## config.mk

```make
export PLATFORM = sky130hd
export DESIGN_NAME = layer_blitter
export DESIGN_NICKNAME = d
export VERILOG_FILES = /design/src/rtl/blit_pkg.sv /design/src/rtl/blit_addr_gen.sv /design/src/rtl/layer_blitter.sv
export SDC_FILE = /design/constraint.sdc
export NUM_CORES = 1
export LEC_CHECK = 0
export CAP_MARGIN = 20
export CORE_ASPECT_RATIO = 0.75
export CORE_MARGIN = 2
export CORE_UTILIZATION = 53
export CTS_CLUSTER_SIZE = 24
export DETAILED_ROUTE_END_ITERATION = 10
export GPL_ROUTABILITY_DRIVEN = 0
export PLACE_DENSITY = 0.8
export SYNTH_ARGS = -nofsm -noshare
export SYNTH_HDL_FRONTEND = slang
export SYNTH_SLANG_ARGS = --single-unit
```

## constraint.sdc

```tcl
create_clock -name clk -period 3 [get_ports clk]
set_input_delay 0.6 -clock clk [delete_from_list [all_inputs] [get_ports clk]]
set_output_delay 0.6 -clock clk [all_outputs]
set_load 0.05 [all_outputs]
```

## src/rtl/blit_pkg.sv

```systemverilog
// Shared types, widths and default parameters for the layer blitter.
package blit_pkg;

  localparam int unsigned PIX_W   = 8;
  localparam int unsigned COORD_W = 10;
  localparam int unsigned SUM_W   = COORD_W + 1;
  localparam int unsigned LAYER_W = 33;

  localparam int unsigned        DEF_NUM_LAYERS  = 14;
  localparam int unsigned        DEF_FB_W        = 160;
  localparam int unsigned        DEF_FB_H        = 120;
  localparam logic [PIX_W-1:0]   DEF_TRANSPARENT = 8'h00;

  typedef enum logic [2:0] {
    IDLE,
    FETCH,
    COPY,
    DRAIN,
    DONE
  } state_e;

  // Destination coordinate base + (pos - origin), widened by one bit so off-screen sums stay visible.
  function automatic logic [SUM_W-1:0] dest_coord(input logic [COORD_W-1:0] base,
                                                  input logic [COORD_W-1:0] pos,
                                                  input logic [COORD_W-1:0] origin);
    return SUM_W'(base) + (SUM_W'(pos) - SUM_W'(origin));
  endfunction

endpackage

```

## src/rtl/blit_addr_gen.sv

```systemverilog
// Row-major raster counter over an inclusive source rectangle.
module blit_addr_gen
  import blit_pkg::*;
(
  input  logic               clk,
  input  logic               reset,
  input  logic               load_i,
  input  logic               step_i,
  input  logic [COORD_W-1:0] ini_x_i,
  input  logic [COORD_W-1:0] ini_y_i,
  input  logic [COORD_W-1:0] fin_x_i,
  input  logic [COORD_W-1:0] fin_y_i,
  output logic [COORD_W-1:0] x_o,
  output logic [COORD_W-1:0] y_o,
  output logic               last_o
);

  logic [COORD_W-1:0] x_q, x_d, y_q, y_d;
  logic [COORD_W-1:0] ini_x_q, fin_x_q, fin_y_q;

  // Next position: load the origin, or advance x and wrap into the next row.
  always_comb begin
    x_d = x_q;
    y_d = y_q;
    if (load_i) begin
      x_d = ini_x_i;
      y_d = ini_y_i;
    end else if (step_i) begin
      if (x_q == fin_x_q) begin
        x_d = ini_x_q;
        y_d = y_q + COORD_W'(1);
      end else begin
        x_d = x_q + COORD_W'(1);
      end
    end
  end

  // Position and rectangle bounds registers.
  always_ff @(posedge clk) begin
    if (reset) begin
      x_q     <= '0;
      y_q     <= '0;
      ini_x_q <= '0;
      fin_x_q <= '0;
      fin_y_q <= '0;
    end else begin
      x_q <= x_d;
      y_q <= y_d;
      if (load_i) begin
        ini_x_q <= ini_x_i;
        fin_x_q <= fin_x_i;
        fin_y_q <= fin_y_i;
      end
    end
  end

  assign x_o    = x_q;
  assign y_o    = y_q;
  assign last_o = (x_q == fin_x_q) && (y_q == fin_y_q);

endmodule

```

## src/rtl/layer_blitter.sv

```systemverilog
// Layer blitter: walks every layer descriptor and copies its VRAM rectangle into the framebuffer,
// skipping transparent and off-screen pixels.
module layer_blitter
  import blit_pkg::*;
#(
  parameter int unsigned      NUM_LAYERS  = DEF_NUM_LAYERS,
  parameter int unsigned      FB_W        = DEF_FB_W,
  parameter int unsigned      FB_H        = DEF_FB_H,
  parameter logic [PIX_W-1:0] TRANSPARENT = DEF_TRANSPARENT
) (
  input  logic               clk,
  input  logic               reset,
  input  logic               start,
  output logic               busy,
  output logic               done,
  output logic [LAYER_W-1:0] layer,
  input  logic [COORD_W-1:0] vram_inicio_X,
  input  logic [COORD_W-1:0] vram_inicio_Y,
  input  logic [COORD_W-1:0] vram_final_X,
  input  logic [COORD_W-1:0] vram_final_Y,
  input  logic [COORD_W-1:0] FB_X,
  input  logic [COORD_W-1:0] FB_Y,
  output logic               vram_rd_en,
  output logic [COORD_W-1:0] vram_rd_x,
  output logic [COORD_W-1:0] vram_rd_y,
  input  logic [PIX_W-1:0]   vram_rd_data,
  output logic               fb_wr_en,
  output logic [COORD_W-1:0] fb_wr_x,
  output logic [COORD_W-1:0] fb_wr_y,
  output logic [PIX_W-1:0]   fb_wr_data
);

  localparam logic [LAYER_W-1:0] LAST_LAYER = LAYER_W'(NUM_LAYERS - 1);

  state_e             state_q, state_d;
  logic [LAYER_W-1:0] layer_q, layer_d;
  logic               busy_q, busy_d, done_q, done_d, rd_en_q, rd_en_d;
  logic [COORD_W-1:0] fb_x_q, fb_y_q, ini_x_q, ini_y_q;
  logic               wr_valid_q;
  logic [SUM_W-1:0]   wr_x_q, wr_y_q;
  logic               desc_empty, last_layer, addr_load, addr_step, addr_last;
  logic [COORD_W-1:0] addr_x, addr_y;

  assign desc_empty = (vram_final_X < vram_inicio_X) || (vram_final_Y < vram_inicio_Y);
  assign last_layer = (layer_q == LAST_LAYER);
  assign addr_load  = (state_q == FETCH) && !desc_empty;
  assign addr_step  = (state_q == COPY) && !addr_last;

  blit_addr_gen u_addr (
    .clk     (clk),
    .reset   (reset),
    .load_i  (addr_load),
    .step_i  (addr_step),
    .ini_x_i (vram_inicio_X),
    .ini_y_i (vram_inicio_Y),
    .fin_x_i (vram_final_X),
    .fin_y_i (vram_final_Y),
    .x_o     (addr_x),
    .y_o     (addr_y),
    .last_o  (addr_last)
  );

  // Frame sequencing and the registered status/read-enable outputs that follow it.
  always_comb begin
    state_d = state_q;
    layer_d = layer_q;
    busy_d  = 1'b0;
    done_d  = 1'b0;
    rd_en_d = 1'b0;
    case (state_q)
      IDLE: begin
        if (start) begin
          state_d = FETCH;
          layer_d = '0;
        end
      end
      FETCH: begin
        if (!desc_empty) begin
          state_d = COPY;
        end else if (last_layer) begin
          state_d = DONE;
        end else begin
          layer_d = layer_q + LAYER_W'(1);
        end
      end
      COPY: begin
        if (addr_last) state_d = DRAIN;
      end
      DRAIN: begin
        if (last_layer) begin
          state_d = DONE;
        end else begin
          state_d = FETCH;
          layer_d = layer_q + LAYER_W'(1);
        end
      end
      DONE:    state_d = IDLE;
      default: state_d = IDLE;
    endcase
    busy_d  = (state_d != IDLE);
    done_d  = (state_d == DONE);
    rd_en_d = (state_d == COPY);
  end

  // FSM state and registered control outputs.
  always_ff @(posedge clk) begin
    if (reset) begin
      state_q <= IDLE;
      layer_q <= '0;
      busy_q  <= 1'b0;
      done_q  <= 1'b0;
      rd_en_q <= 1'b0;
    end else begin
      state_q <= state_d;
      layer_q <= layer_d;
      busy_q  <= busy_d;
      done_q  <= done_d;
      rd_en_q <= rd_en_d;
    end
  end

  // Destination origin and source origin captured at the end of FETCH.
  always_ff @(posedge clk) begin
    if (reset) begin
      fb_x_q  <= '0;
      fb_y_q  <= '0;
      ini_x_q <= '0;
      ini_y_q <= '0;
    end else if (state_q == FETCH) begin
      fb_x_q  <= FB_X;
      fb_y_q  <= FB_Y;
      ini_x_q <= vram_inicio_X;
      ini_y_q <= vram_inicio_Y;
    end
  end

  // Write stage: destination of each read, lined up with its returning data one cycle later.
  always_ff @(posedge clk) begin
    if (reset) begin
      wr_valid_q <= 1'b0;
      wr_x_q     <= '0;
      wr_y_q     <= '0;
    end else begin
      wr_valid_q <= rd_en_q;
      wr_x_q     <= dest_coord(fb_x_q, addr_x, ini_x_q);
      wr_y_q     <= dest_coord(fb_y_q, addr_y, ini_y_q);
    end
  end

  assign busy       = busy_q;
  assign done       = done_q;
  assign layer      = layer_q;
  assign vram_rd_en = rd_en_q;
  assign vram_rd_x  = addr_x;
  assign vram_rd_y  = addr_y;
  assign fb_wr_x    = wr_x_q[COORD_W-1:0];
  assign fb_wr_y    = wr_y_q[COORD_W-1:0];
  assign fb_wr_data = wr_valid_q ? vram_rd_data : '0;
  assign fb_wr_en   = wr_valid_q && (vram_rd_data != TRANSPARENT)
                      && (wr_x_q < SUM_W'(FB_W)) && (wr_y_q < SUM_W'(FB_H));

endmodule

```

# After elaboration in Yosys (flattened, before gate mapping)
# Index checks and enable logic that the tools add are counted.
dict set report op_classes {
  n_addsub 7
  magnitude_cmp 4
  eq_ne 10
  mux 17
  reduce_logical 17
}
# cell count
set ops {}
lappend ops {{$mux W33} 3}
lappend ops {{$pmux W33 S3} 1}
lappend ops {{$mux W10} 6}
lappend ops {{$add A33 B1 Y33 const B} 1}
lappend ops {{$eq A33 B4 Y1 const B} 1}
lappend ops {{$add A10 B11 Y11} 2}
lappend ops {{$sub A10 B10 Y11} 2}
lappend ops {{$add A10 B1 Y10 const B} 2}
lappend ops {{$eq A10 B10 Y1} 2}
lappend ops {{$lt A10 B10 Y1} 2}
lappend ops {{$mux W3} 5}
lappend ops {{$pmux W3 S4} 1}
lappend ops {{$lt A11 B7 Y1 const B} 1}
lappend ops {{$lt A11 B8 Y1 const B} 1}
lappend ops {{$eq A3 B2 Y1 const B} 3}
lappend ops {{$mux W8} 1}
lappend ops {{$reduce_bool A8 Y1} 1}
lappend ops {{$logic_and A1 B1 Y1} 6}
lappend ops {{$reduce_bool A3 Y1} 2}
lappend ops {{$ne A2 B2 Y1 const B} 2}
lappend ops {{$reduce_bool A2 Y1} 2}
lappend ops {{$eq A3 B1 Y1 const B} 1}
lappend ops {{$eq A3 B3 Y1 const B} 1}
lappend ops {{$logic_not A3 Y1} 1}
lappend ops {{4 further kinds} 5}
dict set report word_totals {
  regBits 152
  input_bits 71
  out_inout_bits 85
}

# Logic depth before layout (Yosys ltp)
dict set report depth {
  word_depth 6
  depth_mapped 13
  ltp_nobuf 13
}

# Modules after synthesis
# A second synthesis with hierarchy kept.
dict set report hier_totals {
  cells_unflattened 1073
  area_unflattened_um2 8725.9
}
# mod n_inst cells_each area_each_um2 seq_area_each_um2
set modules_own_cells {}
lappend modules_own_cells {layer_blitter 1 780 6208.5 2042.0}
lappend modules_own_cells {blit_addr_gen 1 293 2517.4 1001.0}

# Least setup slack after synthesis
# Ideal clock, no wire load.
dict set report synth_path {
  path_type {register to register}
  startpoint {register u_addr.x_q[2] (netlist: u_addr.x_o[2])}
  endpoint {register wr_x_q[10]}
  setup_ns 0.128
  t_arrival_ns 2.981
  slack_ns -0.108
  stages_incl_launch_ff 13
  path_cell_list {dfxtp_1 clkbuf_1 inv_1 fa_1 inv_1 ha_1 nor2b_1 o21a_1 o31ai_1 a21oi_1 a31oi_1 xnor2_1 nor2_1}
}
dict set report synth_via {
  elab_chain_cells 2
}
# item line
set synth_rtl {}
lappend synth_rtl {{from (decl)} blit_addr_gen.sv:18} ;# logic [COORD_W-1:0] x_q, x_d, y_q, y_d;
lappend synth_rtl {{from (signal assigned)} blit_addr_gen.sv:41} ;# x_q <= '0;
lappend synth_rtl {{from (signal assigned)} blit_addr_gen.sv:47} ;# x_q <= x_d;
lappend synth_rtl {{$sub A10 B10 Y11} blit_pkg.sv:26} ;# return SUM_W'(base) + (SUM_W'(pos) - SUM_W'(origin));
lappend synth_rtl {{$add A10 B11 Y11} blit_pkg.sv:26}
lappend synth_rtl {{to (signal assigned)} layer_blitter.sv:145} ;# wr_x_q <= dest_coord(fb_x_q, addr_x, ini_x_q);
lappend synth_rtl {{to (decl)} layer_blitter.sv:40} ;# logic [SUM_W-1:0] wr_x_q, wr_y_q;
# No other way between the ends.
# A chain may end at the register's enable or synchronous reset.

# Worst setup path in the final report
dict set report layout_path {
  startpoint {input vram_inicio_X[8]}
  endpoint {register layer_q[2] (netlist: layer[2])}
}
dict set report layout_via {
  elab_chain_cells 4
}
# item line
set layout_rtl {}
lappend layout_rtl {{from (decl)} layer_blitter.sv:17} ;# input logic [COORD_W-1:0] vram_inicio_X,
lappend layout_rtl {{$lt A10 B10 Y1} layer_blitter.sv:44} ;# assign desc_empty = (vram_final_X < vram_inicio_X) || (vram_final_Y < vram_inicio_Y);
lappend layout_rtl {{$logic_or A1 B1 Y1} layer_blitter.sv:44}
lappend layout_rtl {{$ne A2 B2 Y1 (no line)} -}
lappend layout_rtl {{$reduce_and A3 Y1 (no line)} -}
lappend layout_rtl {{to (signal assigned)} layer_blitter.sv:115} ;# layer_q <= layer_d;
lappend layout_rtl {{to (decl)} layer_blitter.sv:36} ;# logic [LAYER_W-1:0] layer_q, layer_d;
# No other way between the ends.

==> out/metrics.csv <==
metric,value,unit
status,"finished, final reports clean",
relative slew slack,43.9,%
DIE HEIGHT,114,um
DR pass1 iterations,7,
Non-Filler Instances,1487,
DR vias/cell,5.69,
row count,40,
DRT iter0 DRCs,981,
CTS clock-pin slew for the worst setup and hold paths,60,ps
Syn Nets,1204,
"top cells by area, synth","dfxtp_1, nand2_1, a21oi_1",
CTS sink cnt,152,
core area,15900,um^2
top-area cell type share of the netlist area,35.8,%
commonest cells in the netlist,"nand2_1, dfxtp_1, a21oi_1, inv_1",
Syn Area/Cell,7.96,um^2
Detail Placement HPWL,17.9,mm
final wirelength,25.1,mm
Fmax,334,MHz
Ys Warns,0,
clock buffer count from CTS,17,
Sw Share,31.9,%
Gate Count Post-Synth,1069,
Critical Path Fanout Max,14,
IO Pins,156,
Final Hold Vio Count,0,
number of synthesized register bits,152,
DRC viols,0,
final setup fails,0,
Final nets,1399,
wire length per cell,16.9,um
Synth async-reset ratio,0,%
CTS tree,built,
Final ANT Viol Nets,0,
layout cells sized above 1,12.3,%
via count,8454,
ys flop type,dfxtp_1,
Final Cycle Share,99.8,%
placed inst area,10600,um^2
vias in the first global route,7738,
Yosys top cell by area,dfxtp_1,
starting density of the core,53.6,%
measured slew at the worst slew-check pin,835,ps
Layout Skew,9.01,ps
FILL cells,1140,
maximum VDD drop,0.416,mV
ANT cells,0,
kind of critical path,input port to register,
"Slew Viols, Final",0,
buffers added on ports,155,
clk root buf,clkbuf_16,
htree depth,4,
fraction of power consumed by sequential logic,34.6,%
largest net degree at the start of global routing,63,
part of the power in the clock network,36.7,%
final instance area,11500,um^2
Tmin final,2990,ps
post-synth cell types,63,
setup TNS,0,ps
NetSw,0.00210,W
"Seq/Total Area, Yosys",35.8,%
startpoint types,input port,
HP Class,register to register,
synthesized area,8500,um^2
max-capacitance violation count,0,
Gate power share,28.7,%
Die W,150,um
Worst-Skew Late Latency,440,ps
top-count cell post-synth,nand2_1,
Worst Path Required,3320,ps
Leakage,4.50,nW
placed cells,1444,
Critical Path Sink Type,register,
first-pass GRT wire length,39.0,mm
"Data arrival, critical path",3320,ps
overall power,0.00658,W
P_int,0.00448,W
Overall Global Routing Usage,29.1,%
GR Overflow Total,0,
Total Die Area,17100,um^2
Syn-to-layout area delta,35.1,%
Max clock buf depth,2,
post-route core utilization,72.4,%
PD cells,573,nW/um^2
number of synthesized flops with an enable pin,0,
initial antenna violation count,0,
-- cells in the final DEF (no fill, tap or decap), types with 26 or more instances in the layout --
master,Yosys,layout
nand2_1,191,191
clkdlybuf4s50_1,0,152
dfxtp_1,152,148
a21oi_1,122,120
inv_1,111,111
buf_4,21,84
ha_1,44,44
nor2_1,44,41
xnor2_1,29,29
o21ai_0,27,26
-- per-layer routing --
metal,track usage (%),up-vias,part of all wire [%]
met3,8.92,55,12
met4,7.99,0,1.9
li1,-,4020,-
met5,0,-,0
met2,42.3,478,43
met1,41.7,3901,43
-- critical path, stage by stage --
cell and delay [ps]:
clkdlybuf4s50_1 570, inv_1 80, ha_1 300, nand4_1 120, a211oi_1 260, a2111oi_2 60
buf_4 150, a22o_4 260, buf_4 150, a221oi_4 290, buf_12 180, buf_4 120
xnor2_1 100, nor2_1 60
-- worst paths after layout --
kind | startpoint | to | slack, ps | cells after the start
worst max-delay path | vram_inicio_X[8] | layer[2]$_SDFFE_PP0P_ | 6 | 14
worst min-delay path | u_addr.ini_x_q[8]$_SDFFE_PP0P_ | u_addr.ini_x_q[8]$_SDFFE_PP0P_ | 450 | 2
worst max register to register | u_addr.x_o[0]$_SDFFE_PP0P_ | u_addr.x_o[7]$_SDFFE_PP0P_ | 130 | 9
worst min register to register | u_addr.ini_x_q[8]$_SDFFE_PP0P_ | u_addr.ini_x_q[8]$_SDFFE_PP0P_ | 450 | 2
-- power groups by stage --
stage	combinational [W]	clock, W	sequential, W
2_1_floorplan	0.00128	0	0.00235
3_3_place_gp	0.00177	0	0.00231
3_5_place_dp	0.00181	0	0.00232
4_1_cts	0.00184	0.00244	0.00227
5_1_grt	0.00205	0.00251	0.00229
6_report	0.00189	0.00242	0.00228
-- metrics by stage --
stage	worst slack, ps	hold slack (ps)
finish	5.51	453
global route	-31.3	468
CTS	28.7	454
detailed placement	-709	446
global placement	-603	442
floorplan	3.23	434
-- state kept, by name, indices dropped and copies added (netlist names) --
name / flops
layer: 33
wr_x_q: 11
wr_y_q: 11
fb_x_q: 10
fb_y_q: 10
ini_x_q: 10
ini_y_q: 10
u_addr.fin_x_q: 10
u_addr.fin_y_q: 10
u_addr.ini_x_q: 10
u_addr.x_o: 10
u_addr.y_o: 10
state_q: 3
busy: 1
done: 1
vram_rd_en: 1
wr_valid_q: 1
-- cell families after synthesis --
family                     share of synthesized area (%)
AOI/OAI and AO/OA                                   16.4
xor gates and xnor gates                            4.53
adders and majority gates                           11.2
buffers and inverters                               9.15
DFF                                                 35.8
muxes                                              0.618
and+or+nand+nor                                     22.3
-- cell type report --
type	count	area, um^2	area share [%]
clock buffer	22	474	4.13
inverter	111	417	3.63
multi-input combinational	738	4800	41.8
clock inverter	10	190	1.66
tap	210	263	2.29
sequential	152	3050	26.5
timing repair buffer	244	2300	20.0
-- what timing repair did --
action / in CTS / in global routing
hold buffers: 0 / 0
gates resized for setup: 7 / 15
pin swaps: 1 / 4
buffers inserted: 0 / 9
gates cloned: 1 / 1
setup endpoints to repair: 46 / 45
(Power assumes the default switching activity.)
